File: src/rtl/riscy_mem_pkg.sv
`default_nettype none
// ============================================================================
//  Module      : riscy_mem_pkg
//  Description : Shared definitions for the memory-port arbiter: default bus
//                widths, requester identifiers and the arbiter FSM state type.
//  Contents    : DEFAULT_ADDR_W / DEFAULT_DATA_W - default bus widths
//                REQ_I / REQ_D                   - requester IDs (fetch/data)
//                arb_state_e                     - arbiter FSM states
//  Revision    : 1.0 - initial release
// ============================================================================
package riscy_mem_pkg;

  localparam int DEFAULT_ADDR_W = 32;
  localparam int DEFAULT_DATA_W = 32;

  // Requester identifiers; also the bit index of each requester in the
  // valid/grant vectors of the round-robin arbiter.
  localparam logic REQ_I = 1'b0;
  localparam logic REQ_D = 1'b1;

  typedef enum logic [1:0] {
    ST_IDLE   = 2'd0,
    ST_ACCESS = 2'd1,
    ST_WAIT   = 2'd2,
    ST_RESP   = 2'd3
  } arb_state_e;

endpackage : riscy_mem_pkg
`default_nettype wire

File: src/rtl/rr_arbiter2.sv
`default_nettype none
// ============================================================================
//  Module      : rr_arbiter2
//  Description : Two-way round-robin grant logic (purely combinational).
//                A lone valid requester is granted; when both are valid the
//                requester that was not granted last wins.
//  Ports       : valid[1:0] in  - request valids, index = requester ID
//                last       in  - ID of the most recently granted requester
//                grant[1:0] out - one-hot grant (all zero when no valid)
//  Revision    : 1.0 - initial release
// ============================================================================
module rr_arbiter2
  import riscy_mem_pkg::*;
(
  input  logic [1:0] valid,
  input  logic       last,
  output logic [1:0] grant
);

  always_comb begin
    grant = 2'b00;
    case (valid)
      2'b01:   grant = 2'b01;
      2'b10:   grant = 2'b10;
      // Contention: hand the port to whoever did not have it last time.
      2'b11:   grant = (last == REQ_D) ? 2'b01 : 2'b10;
      default: grant = 2'b00;
    endcase
  end

endmodule : rr_arbiter2
`default_nettype wire

File: src/rtl/mem_port_arbiter.sv
`default_nettype none
// ============================================================================
//  Module      : mem_port_arbiter
//  Description : Shares one single-ported synchronous memory between an
//                instruction-fetch port (read only) and a load/store port.
//                One transaction is in flight at a time:
//                IDLE (accept) -> ACCESS (mem_en) -> WAIT (capture) -> RESP.
//  Ports       : CLK, resetn                 - clock, sync active-low reset
//                i_req_valid/ready, i_addr   - fetch request
//                i_rsp_valid, i_rdata        - fetch response
//                d_req_valid/ready, d_addr,
//                d_wmask, d_wdata            - load/store request
//                d_rsp_valid, d_rdata        - load/store response
//                mem_en, mem_addr, mem_wmask,
//                mem_wdata, mem_rdata        - memory port (1-cycle read)
//  Revision    : 1.0 - initial release
// ============================================================================
module mem_port_arbiter
  import riscy_mem_pkg::*;
#(
  parameter int ADDR_W = DEFAULT_ADDR_W,
  parameter int DATA_W = DEFAULT_DATA_W
) (
  input  logic                CLK,
  input  logic                resetn,

  input  logic                i_req_valid,
  output logic                i_req_ready,
  input  logic [ADDR_W-1:0]   i_addr,
  output logic                i_rsp_valid,
  output logic [DATA_W-1:0]   i_rdata,

  input  logic                d_req_valid,
  output logic                d_req_ready,
  input  logic [ADDR_W-1:0]   d_addr,
  input  logic [DATA_W/8-1:0] d_wmask,
  input  logic [DATA_W-1:0]   d_wdata,
  output logic                d_rsp_valid,
  output logic [DATA_W-1:0]   d_rdata,

  output logic                mem_en,
  output logic [ADDR_W-1:0]   mem_addr,
  output logic [DATA_W/8-1:0] mem_wmask,
  output logic [DATA_W-1:0]   mem_wdata,
  input  logic [DATA_W-1:0]   mem_rdata
);

  localparam int MASK_W = DATA_W / 8;

  // Clears the byte-offset bits so every memory access is word aligned.
  localparam logic [ADDR_W-1:0] WORD_ALIGN = ~ADDR_W'(3);

  arb_state_e        state;
  arb_state_e        state_next;

  logic [1:0]        grant;
  logic              accept;
  logic              grant_id;
  logic              last_grant;

  // Latched transaction
  logic              req_id;
  logic [ADDR_W-1:0] addr_q;
  logic [MASK_W-1:0] wmask_q;
  logic [DATA_W-1:0] wdata_q;

  // Per-requester response data; each holds until its next response.
  logic [DATA_W-1:0] i_rdata_q;
  logic [DATA_W-1:0] d_rdata_q;

  rr_arbiter2 u_rr_arbiter2 (
    .valid ({d_req_valid, i_req_valid}),
    .last  (last_grant),
    .grant (grant)
  );

  assign grant_id = grant[REQ_D] ? REQ_D : REQ_I;

  // --------------------------------------------------------------------------
  // Next-state and output decode
  // --------------------------------------------------------------------------
  always_comb begin
    state_next  = state;
    accept      = 1'b0;
    i_req_ready = 1'b0;
    d_req_ready = 1'b0;
    mem_en      = 1'b0;
    mem_wmask   = '0;
    i_rsp_valid = 1'b0;
    d_rsp_valid = 1'b0;

    case (state)
      ST_IDLE: begin
        // Ready follows the request valids in the same cycle. It is also
        // gated by resetn so nothing is handshaken while reset is applied.
        if (resetn && (grant != 2'b00)) begin
          accept      = 1'b1;
          i_req_ready = grant[REQ_I];
          d_req_ready = grant[REQ_D];
          state_next  = ST_ACCESS;
        end
      end

      ST_ACCESS: begin
        mem_en     = 1'b1;
        mem_wmask  = wmask_q;
        state_next = ST_WAIT;
      end

      ST_WAIT: begin
        state_next = ST_RESP;
      end

      ST_RESP: begin
        i_rsp_valid = (req_id == REQ_I);
        d_rsp_valid = (req_id == REQ_D);
        state_next  = ST_IDLE;
      end

      default: begin
        state_next = ST_IDLE;
      end
    endcase
  end

  // --------------------------------------------------------------------------
  // State and datapath registers
  // --------------------------------------------------------------------------
  always_ff @(posedge CLK) begin
    if (!resetn) begin
      state      <= ST_IDLE;
      last_grant <= REQ_D;   // so fetch wins the first contended grant
      req_id     <= REQ_I;
      addr_q     <= '0;
      wmask_q    <= '0;      // a pending write is dropped on reset
      wdata_q    <= '0;
      i_rdata_q  <= '0;
      d_rdata_q  <= '0;
    end else begin
      state <= state_next;

      if (accept) begin
        req_id     <= grant_id;
        last_grant <= grant_id;
        if (grant_id == REQ_D) begin
          addr_q  <= d_addr & WORD_ALIGN;
          wmask_q <= d_wmask;
          wdata_q <= d_wdata;
        end else begin
          // Fetches are reads: never let a stale mask through.
          addr_q  <= i_addr & WORD_ALIGN;
          wmask_q <= '0;
          wdata_q <= '0;
        end
      end

      // Memory read data is valid in the cycle after mem_en, i.e. in WAIT.
      if (state == ST_WAIT) begin
        if (req_id == REQ_I) begin
          i_rdata_q <= (wmask_q != '0) ? '0 : mem_rdata;
        end else begin
          d_rdata_q <= (wmask_q != '0) ? '0 : mem_rdata;
        end
      end
    end
  end

  assign mem_addr  = addr_q;
  assign mem_wdata = wdata_q;
  assign i_rdata   = i_rdata_q;
  assign d_rdata   = d_rdata_q;

endmodule : mem_port_arbiter
`default_nettype wire

File: config.mk
export PLATFORM = sky130hd
export DESIGN_NAME = mem_port_arbiter
export DESIGN_NICKNAME = d
export VERILOG_FILES = /design/src/rtl/riscy_mem_pkg.sv /design/src/rtl/rr_arbiter2.sv /design/src/rtl/mem_port_arbiter.sv
export SDC_FILE = /design/constraint.sdc
export NUM_CORES = 1
export LEC_CHECK = 0
export CAP_MARGIN = 20
export CELL_PAD_IN_SITES_DETAIL_PLACEMENT = 1
export CELL_PAD_IN_SITES_GLOBAL_PLACEMENT = 1
export CORE_MARGIN = 8
export CORE_UTILIZATION = 26
export CTS_BUF_LIST = sky130_fd_sc_hd__clkbuf_8
export DETAILED_ROUTE_END_ITERATION = 10
export PLACE_DENSITY = 0.88
export SETUP_SLACK_MARGIN = 0.5
export SYNTH_ARGS = -nofsm -noshare
export SYNTH_HDL_FRONTEND = slang
export SYNTH_SLANG_ARGS = --single-unit
File: constraint.sdc
create_clock -name CLK -period 1.66 [get_ports CLK]
set_clock_uncertainty 0.1 [all_clocks]
set_input_delay 0.166 -clock CLK [delete_from_list [all_inputs] [get_ports CLK]]
set_output_delay 0.166 -clock CLK [all_outputs]
set_load 0.1 [all_outputs]
==> key figures, run 1 <==
Detailed routing
  – Vias per cell: 5.18
  – Drt wl/cell: 27.3 µm
  – Final wirelength: 35.8 mm
  – Vias: slightly below 7000
  – Remaining DRCs: 0
  – Drt first pass iters: 4
  – DR iter-0 viols: 288
  – Final ANT Viol Nets: 0

Global routing
  – First-pass GRT wire length: 45.4 mm
  – Largest net degree at the start of global routing: 135
  – Total GRT Usage: 23.0%
  – Initial antenna violation count: 1
  – Total grt overflow: 0
  – Number of global-route vias before repair: 7319

Setup path
  – Reg2Reg Setup Slack: -0.23 ns
  – Startpoint Class: flop
  – WS Path Type: reg -> reg
  – Worst path required time: 1.89 ns
  – Worst r2r path cells: 11
  – Arrival @ worst endpoint: 2.12 ns
  – Worst R2R Start: state[0]
  – Setup crit end kind: flop
  – FF-to-FF End: mem_addr[7]
  – Crit path max fanout: 7

Clocking
  – Clock transition at the registers of the reported paths: ~0.09 ns
  – Clock sink total: 134
  – CTS tree: done
  – Root buf cell: clkbuf_8
  – Hold buffers post-CTS: 0
  – Max Buffers Root-to-Sink: 2
  – H-tree depth: 4
  – Skew-Pair Late Insertion Delay: 0.46 ns
  – TritonCTS Buffers: 17

Placed design
  – Placer Congestion: 0.760
  – Detailed Place HPWL: 17.8 mm
  – Placed cells: 1163
  – I/O Buffers: 266

Die
  – FP Rows: 53
  – I/O pins: roughly 270
  – Die Y: 161 µm
  – Starting Density: between 20% and 30%
  – Core Area: 20800 µm²
  – Die W: 161 µm
  – DIE AREA: 25800 µm²

Finish
  – Layout cells sized above 1: 66.9%
  – Fill cell count: between 1500 and 2000
  – Area grow syn2layout: 151%
  – Area of the multi-input gates: 3970 µm²
  – Fin nets: 1160
  – Final non-filler cell total: 1308
  – Reg area: 2930 µm²

Synthesis
  – Synth Instances: 651
  – Synth Warn #: 0
  – Register area share after synthesis: 49.4%
  – Syn avg cell area: 8.35 µm²
  – Mapped Area: 5430 µm²
  – Post-synth EDFFs: 0
  – Main flop type after synthesis: dfxtp_1
  – FF+latch count, synth: 134
  – Distinct cells, synth: 24
  – FFs w/ async S/R, synth: 0%

Power
  – Leakage power: 5.00 nW
  – Worst VDD drop: 0.000864 V
  – Pwr/cell area: 1310 nW/µm²

Timing
  – TNS Setup: -7.43 ns
  – Final worst slack: -0.230 ns
  – Final period util: 114%
  – RSZ-0062 raised after global routing: true
  – Count of pins over their slew limit: 0
  – Final setup violation count: 92
  – Slew Limit Headroom: between 50 and 60%
  – Worst-Margin Slew: 0.602 ns
  – Final hold vios: 0
  – Fin crit period: 1.89 ns
  – Max Fclk: 0.529 GHz

Worst hold path
  – Hold-critical path depth: 3
  – Min-Delay Path Class: in -> reg
  – Hold Startpoint: resetn
  – Worst Hold Endpoint: last_grant

Status
  – Outcome: complete, but fails checks
  – Failing checks: setup timing

Flow run
  – Max Cap Violations: 0
==> worst max path at each step <==
stage | from | end | slack, ns
after floorplan | state[1] | i_req_ready | 0.008
after detailed placement | i_req_valid | mem_wdata[1] | -0.28
after CTS | state[0] | i_req_ready | -0.20
after global routing | state[0] | mem_addr[7] | -0.30
after global placement | i_req_valid | mem_addr[14] | -0.12
final | state[0] | mem_addr[7] | -0.23
==> where the power goes <==
group          leakage [nW]  total [W]  internal (W)  switching, W
clock network         0.231    0.00325       0.00170       0.00155
logic                  3.61     0.0104       0.00433       0.00603
registers              1.16    0.00424       0.00372      0.000513
total                  5.00     0.0178       0.00975       0.00810
==> synth_stat cells, types with 5 or more instances <==
cell	number	share of area, %
nand2_1	135	9.3
dfxtp_1	134	49
nand3_1	101	9.3
a21boi_1	61	8.4
a21oi_1	60	5.5
a21boi_0	41	5.7
clkbuf_1	41	2.8
o21ai_0	30	2.8
buf_2	12	1.1
and2_1	6	0.69
buf_6	6	1.2
ha_1	5	1.2
==> layout by cell type (no fill, tap or decap), drive strengths merged <==
master | synthesis | final
a21bo | 1 | 1
a21boi | 102 | 102
a21oi | 60 | 60
and2 | 6 | 6
buf | 20 | 274
bufbuf | 0 | 1
bufinv | 0 | 4
clkbuf | 41 | 22
clkdlybuf4s50 | 0 | 130
clkinv | 0 | 4
clkinvlp | 0 | 1
conb | 1 | 2
dfxtp | 134 | 134
diode | 0 | 1
ha | 5 | 5
inv | 3 | 8
mux2i | 1 | 1
nand2 | 135 | 135
nand2b | 1 | 1
nand3 | 101 | 101
nor2 | 2 | 2
nor2b | 3 | 3
nor4 | 1 | 1
o211a | 2 | 2
o211ai | 1 | 1
o21ai | 30 | 30
or3b | 1 | 1
==> stage by stage <==
| stage | hold slack, ns | setup slack [ns] | power, W | utilization [%] | instance area [µm²] |
|---|---|---|---|---|---|
| 2_1_floorplan | 0.193 | 0.00776 | 0.00853 | - | 5840 |
| 3_3_place_gp | 0.358 | -0.124 | 0.0114 | 49.4 | 10300 |
| 3_5_place_dp | 0.366 | -0.283 | 0.0116 | 49.4 | 10300 |
| 4_1_cts | 0.0573 | -0.198 | 0.0166 | 59.4 | 12300 |
| 5_1_grt | 0.158 | -0.299 | 0.0183 | 65.8 | 13700 |
| 6_report | 0.140 | -0.230 | 0.0178 | 65.8 | 13700 |
==> per-layer routing <==
layer,vias up,GRT usage (%),share of wire (%)
li1,2968,-,-
met1,3391,24.1,36
met2,334,42.5,54
met3,82,7.06,7.2
met4,0,7.90,3.2
met5,-,0,0
==> worst max-delay path, cell delays in order (launching register included) <==
cell      delay [ns]
dfxtp_4         0.37
inv_4           0.06
ha_4            0.14
o211ai_1        0.12
buf_4           0.18
buf_6           0.11
buf_6           0.11
buf_12          0.15
buf_12          0.13
buf_16          0.14
a21oi_2         0.10
a21oi_1         0.07
==> what timing repair did <==
| item | CTS | global route |
|---|---|---|
| setup buffers | 58 | 32 |
| cloned | 18 | 4 |
| setup endpoints to repair | 269 | 269 |
| gates resized for setup | 199 | 224 |
| pin swaps | 69 | 97 |
==> cells by family (layout without fill, tap and decap cells) <==
family                   count (synthesis)  after routing  share of synthesized area (%)
multiplexers                             1              1                          0.184
AND/OR/NAND/NOR                        250            250                           20.5
buffers and inverters                   64            444                           5.67
AO/OA/AOI/OAI                          196            196                           23.1
other                                    1              3                         0.0690
flip-flops                             134            134                           49.4
adder cells (fa/ha/maj)                  5              5                           1.15
==> flip-flops by register name, summed over array words and instances (netlist names) <==
register	count
i_rdata	32
last_grant	1
d_rdata	32
mem_wdata	32
mem_addr	30
req_id	1
state	2
wmask_q	4
==> cell type report <==
type	instances	share of cell area [%]
multi-input cells	454	29.0
clock buffers	18	1.81
flip-flops and latches	134	21.5
well taps	275	2.52
repair buffers	409	43.6
inverters	3	0.147
clock inverters	14	1.45
diodes	1	0.0183
(Power assumes the default switching activity.)
==> inputs of run 2 (changes only) <==
--- a/config.mk
+++ b/config.mk
@@ -8,12 +8,12 @@
 export CAP_MARGIN = 20
 export CELL_PAD_IN_SITES_DETAIL_PLACEMENT = 1
 export CELL_PAD_IN_SITES_GLOBAL_PLACEMENT = 1
-export CORE_MARGIN = 8
-export CORE_UTILIZATION = 26
-export CTS_BUF_LIST = sky130_fd_sc_hd__clkbuf_8
+export CORE_MARGIN = 3
+export CORE_UTILIZATION = 25
 export DETAILED_ROUTE_END_ITERATION = 10
-export PLACE_DENSITY = 0.88
+export PLACE_DENSITY = 0.85
 export SETUP_SLACK_MARGIN = 0.5
+export SKIP_CTS_REPAIR_TIMING = 1
 export SYNTH_ARGS = -nofsm -noshare
 export SYNTH_HDL_FRONTEND = slang
 export SYNTH_SLANG_ARGS = --single-unit
==> key figures, run 2 (same netlist as run 1, synthesis figures left out) <==
Status
  – Outcome: complete, but fails checks
  – Failing checks: setup timing

Power
  – Pwr/cell area: 1390 nW/µm² (+6.6%)
  – Leakage power: 4.31 nW (-14%)
  – Power Total: 0.0160 W (-10%)
  – Worst VDD drop: 0.000654 V (-24%)

Detailed routing
  – Drt wl/cell: 19.0 µm (-31%)
  – Vias per cell: 4.86 (-6.2%)
  – Final wirelength: 23.0 mm (-36%)
  – Vias: 5879 (-13%)
  – Drt first pass iters: 4 (unchanged)
  – DR iter-0 viols: 158 (-45%)
  – Final ANT Viol Nets: 0 (unchanged)
  – Remaining DRCs: 0 (unchanged)

Clocking
  – Skew-Pair Late Insertion Delay: 0.40 ns (-0.06 ns)
  – H-tree depth: 4 (unchanged)
  – Clock transition at the registers of the reported paths: 0.06 ns (-0.03 ns)
  – Max Buffers Root-to-Sink: 2 (unchanged)
  – Clock sink total: 134 (unchanged)
  – TritonCTS Buffers: 17 (unchanged)
  – CTS tree: done
  – Root buf cell: clkbuf_16

Die
  – Core Area: 21200 µm² (+1.9%)
  – I/O pins: 273 (unchanged)
  – FP Rows: 53 (unchanged)
  – Starting Density: 25.7% (-0.49 points)
  – Die W: 153 µm (-4.4%)
  – DIE AREA: 23500 µm² (-8.7%)
  – Die Y: 153 µm (-4.4%)

Placed design
  – I/O Buffers: 266 (unchanged)
  – Placer Congestion: 0.774 (+1.8%)
  – Detailed Place HPWL: 15.5 mm (-13%)
  – Pre-CTS WS: -0.189 ns (+0.0941 ns)

Global routing
  – Met1 GRT Util: 20.1% (-4.0 points)
  – Total grt overflow: 0 (unchanged)
  – Grt peak-use layer: met2
  – GR Layer Usage met3: 5.61% (-1.5 points)
  – First-pass GRT wire length: 33.5 mm (-26%)
  – Largest net degree at the start of global routing: 79 (-41%)
  – Number of global-route vias before repair: 6151 (-16%)
  – Total GRT Usage: 17.6% (-5.3 points)
  – Initial antenna violation count: 0 (-1)
  – GR Util met2: 31.7% (-11 points)

Flow run
  – Max Cap Violations: 0 (unchanged)

Finish
  – N_diodes: 0 (-1)
  – Reg area: 2900 µm² (-1.1%)
  – Area grow syn2layout: 112%
  – Area of the multi-input gates: 2890 µm² (-27%)
  – Fin nets: 1063 (-8.4%)
  – Fill cell count: 2169 (+10%)
  – Layout cells sized above 1: 46.0% (-21 points)
  – Most common cell after layout, fill and taps aside: buf_12
  – Commonest cells after routing, fill and taps aside: buf_12, clkdlybuf4s50_1, nand2_1, dfxtp_2, nand3_1

Setup path
  – Crit-path leading delay family: buffers and inverters
  – WS Path Type: reg -> out
  – Worst path required time: 1.39 ns (-0.50 ns)
  – Worst Path Buf+Inv: 3 (-4)
  – Setup crit end kind: output port
  – Crit-path cells: inv_4, ha_4, o211ai_1, buf_4, nor2_4, buf_12
  – Crit path max fanout: 3 (-4)
  – Startpoint Class: flop
  – CP max stage cell: dfxtp_4
  – Arrival @ worst endpoint: 1.53 ns (-0.59 ns)
  – Max stage delay on crit path: 0.36 ns (about the same)

Timing
  – Count of pins over their slew limit: 0 (unchanged)
  – Final hold vios: 0 (unchanged)
  – Final period util: 108% (-5.8 points)
  – Fin crit period: 1.79 ns (-0.0957 ns)
  – Max Fclk: 0.557 GHz (+5.3%)
  – Final worst slack: -0.134 ns (+0.0957 ns)
  – RSZ-0062 raised after global routing: true
  – Final setup violation count: 6 (-93%)

Worst hold path
  – Min-Delay Path Class: in -> reg
-- run 2: cell count changes in the layout (fill, tap and decap cells not counted), moves of 12 or more --
cell and delta:
a21boi_2 -46, a21oi_4 -16, dfxtp_4 -12, a21oi_1 +33
a21boi_1 +37, a21oi_2 -17, clkbuf_16 +22, buf_4 -61
nand3_2 -33, buf_16 -16, clkbuf_8 -17, nand3_1 +67
nand3_4 -34
-- run 2: where the power goes --
part | leakage (nW) | switching (W) | total, W | internal [W]
clock network | 0.286 | 0.00154 | 0.00383 | 0.00229
registers | 1.16 | 0.000475 | 0.00420 | 0.00372
logic | 2.87 | 0.00487 | 0.00800 | 0.00313
-- run 2: metal layers --
| metal | vias to the layer above | wire (µm) |
|---|---|---|
| li1 | 2767 | - |
| met1 | 2885 | 9280 |
| met2 | 205 | 11800 |
| met3 | 22 | 1500 |
| met4 | 0 | 358 |
| met5 | - | 0 |
-- run 2: cell type report --
| type | count | area share, % |
|---|---|---|
| timing repair buffer | 312 | 41.5 |
| sequential | 134 | 25.2 |
| multi-input combinational | 454 | 25.1 |
| clock buffer | 20 | 3.88 |
| tap | 275 | 2.99 |
| clock inverter | 12 | 1.24 |
| inverter | 3 | 0.174 |
-- run 2: worst reg2reg max path, stage by stage (launching register included) --
cell and delay [ns]:
dfxtp_4 0.36, inv_4 0.07, buf_4 0.10, ha_1 0.23, nor2b_4 0.25, clkbuf_16 0.22, nand3_1 0.10, a21boi_1 0.15
-- run 2: stage by stage --
stage / setup TNS (ns) / area, µm² / util [%] / std cells / hold WS [ns]
after floorplan: 0 / 5840 / - / 652 / 0.193
after global placement: -3.06 / 10200 / 48.3 / 1157 / 0.358
after detailed placement: -7.36 / 10200 / 48.3 / 1157 / 0.367
after CTS: -0.871 / 10800 / 51.1 / 1189 / 0.110
after global routing: -2.79 / 11500 / 54.4 / 1210 / 0.102
final: -0.655 / 11500 / 54.4 / 1210 / 0.110
-- run 2: final timing paths --
path / start / endpoint / slack [ns] / cells past startpoint
setup / recovery: state[0] / i_req_ready / -0.13 / 6
hold reg to reg: mem_wdata[15] / mem_wdata[15] / 0.37 / 2
hold / removal: resetn / last_grant / 0.11 / 3
setup reg to reg: state[0] / i_rdata[18] / 0.01 / 7
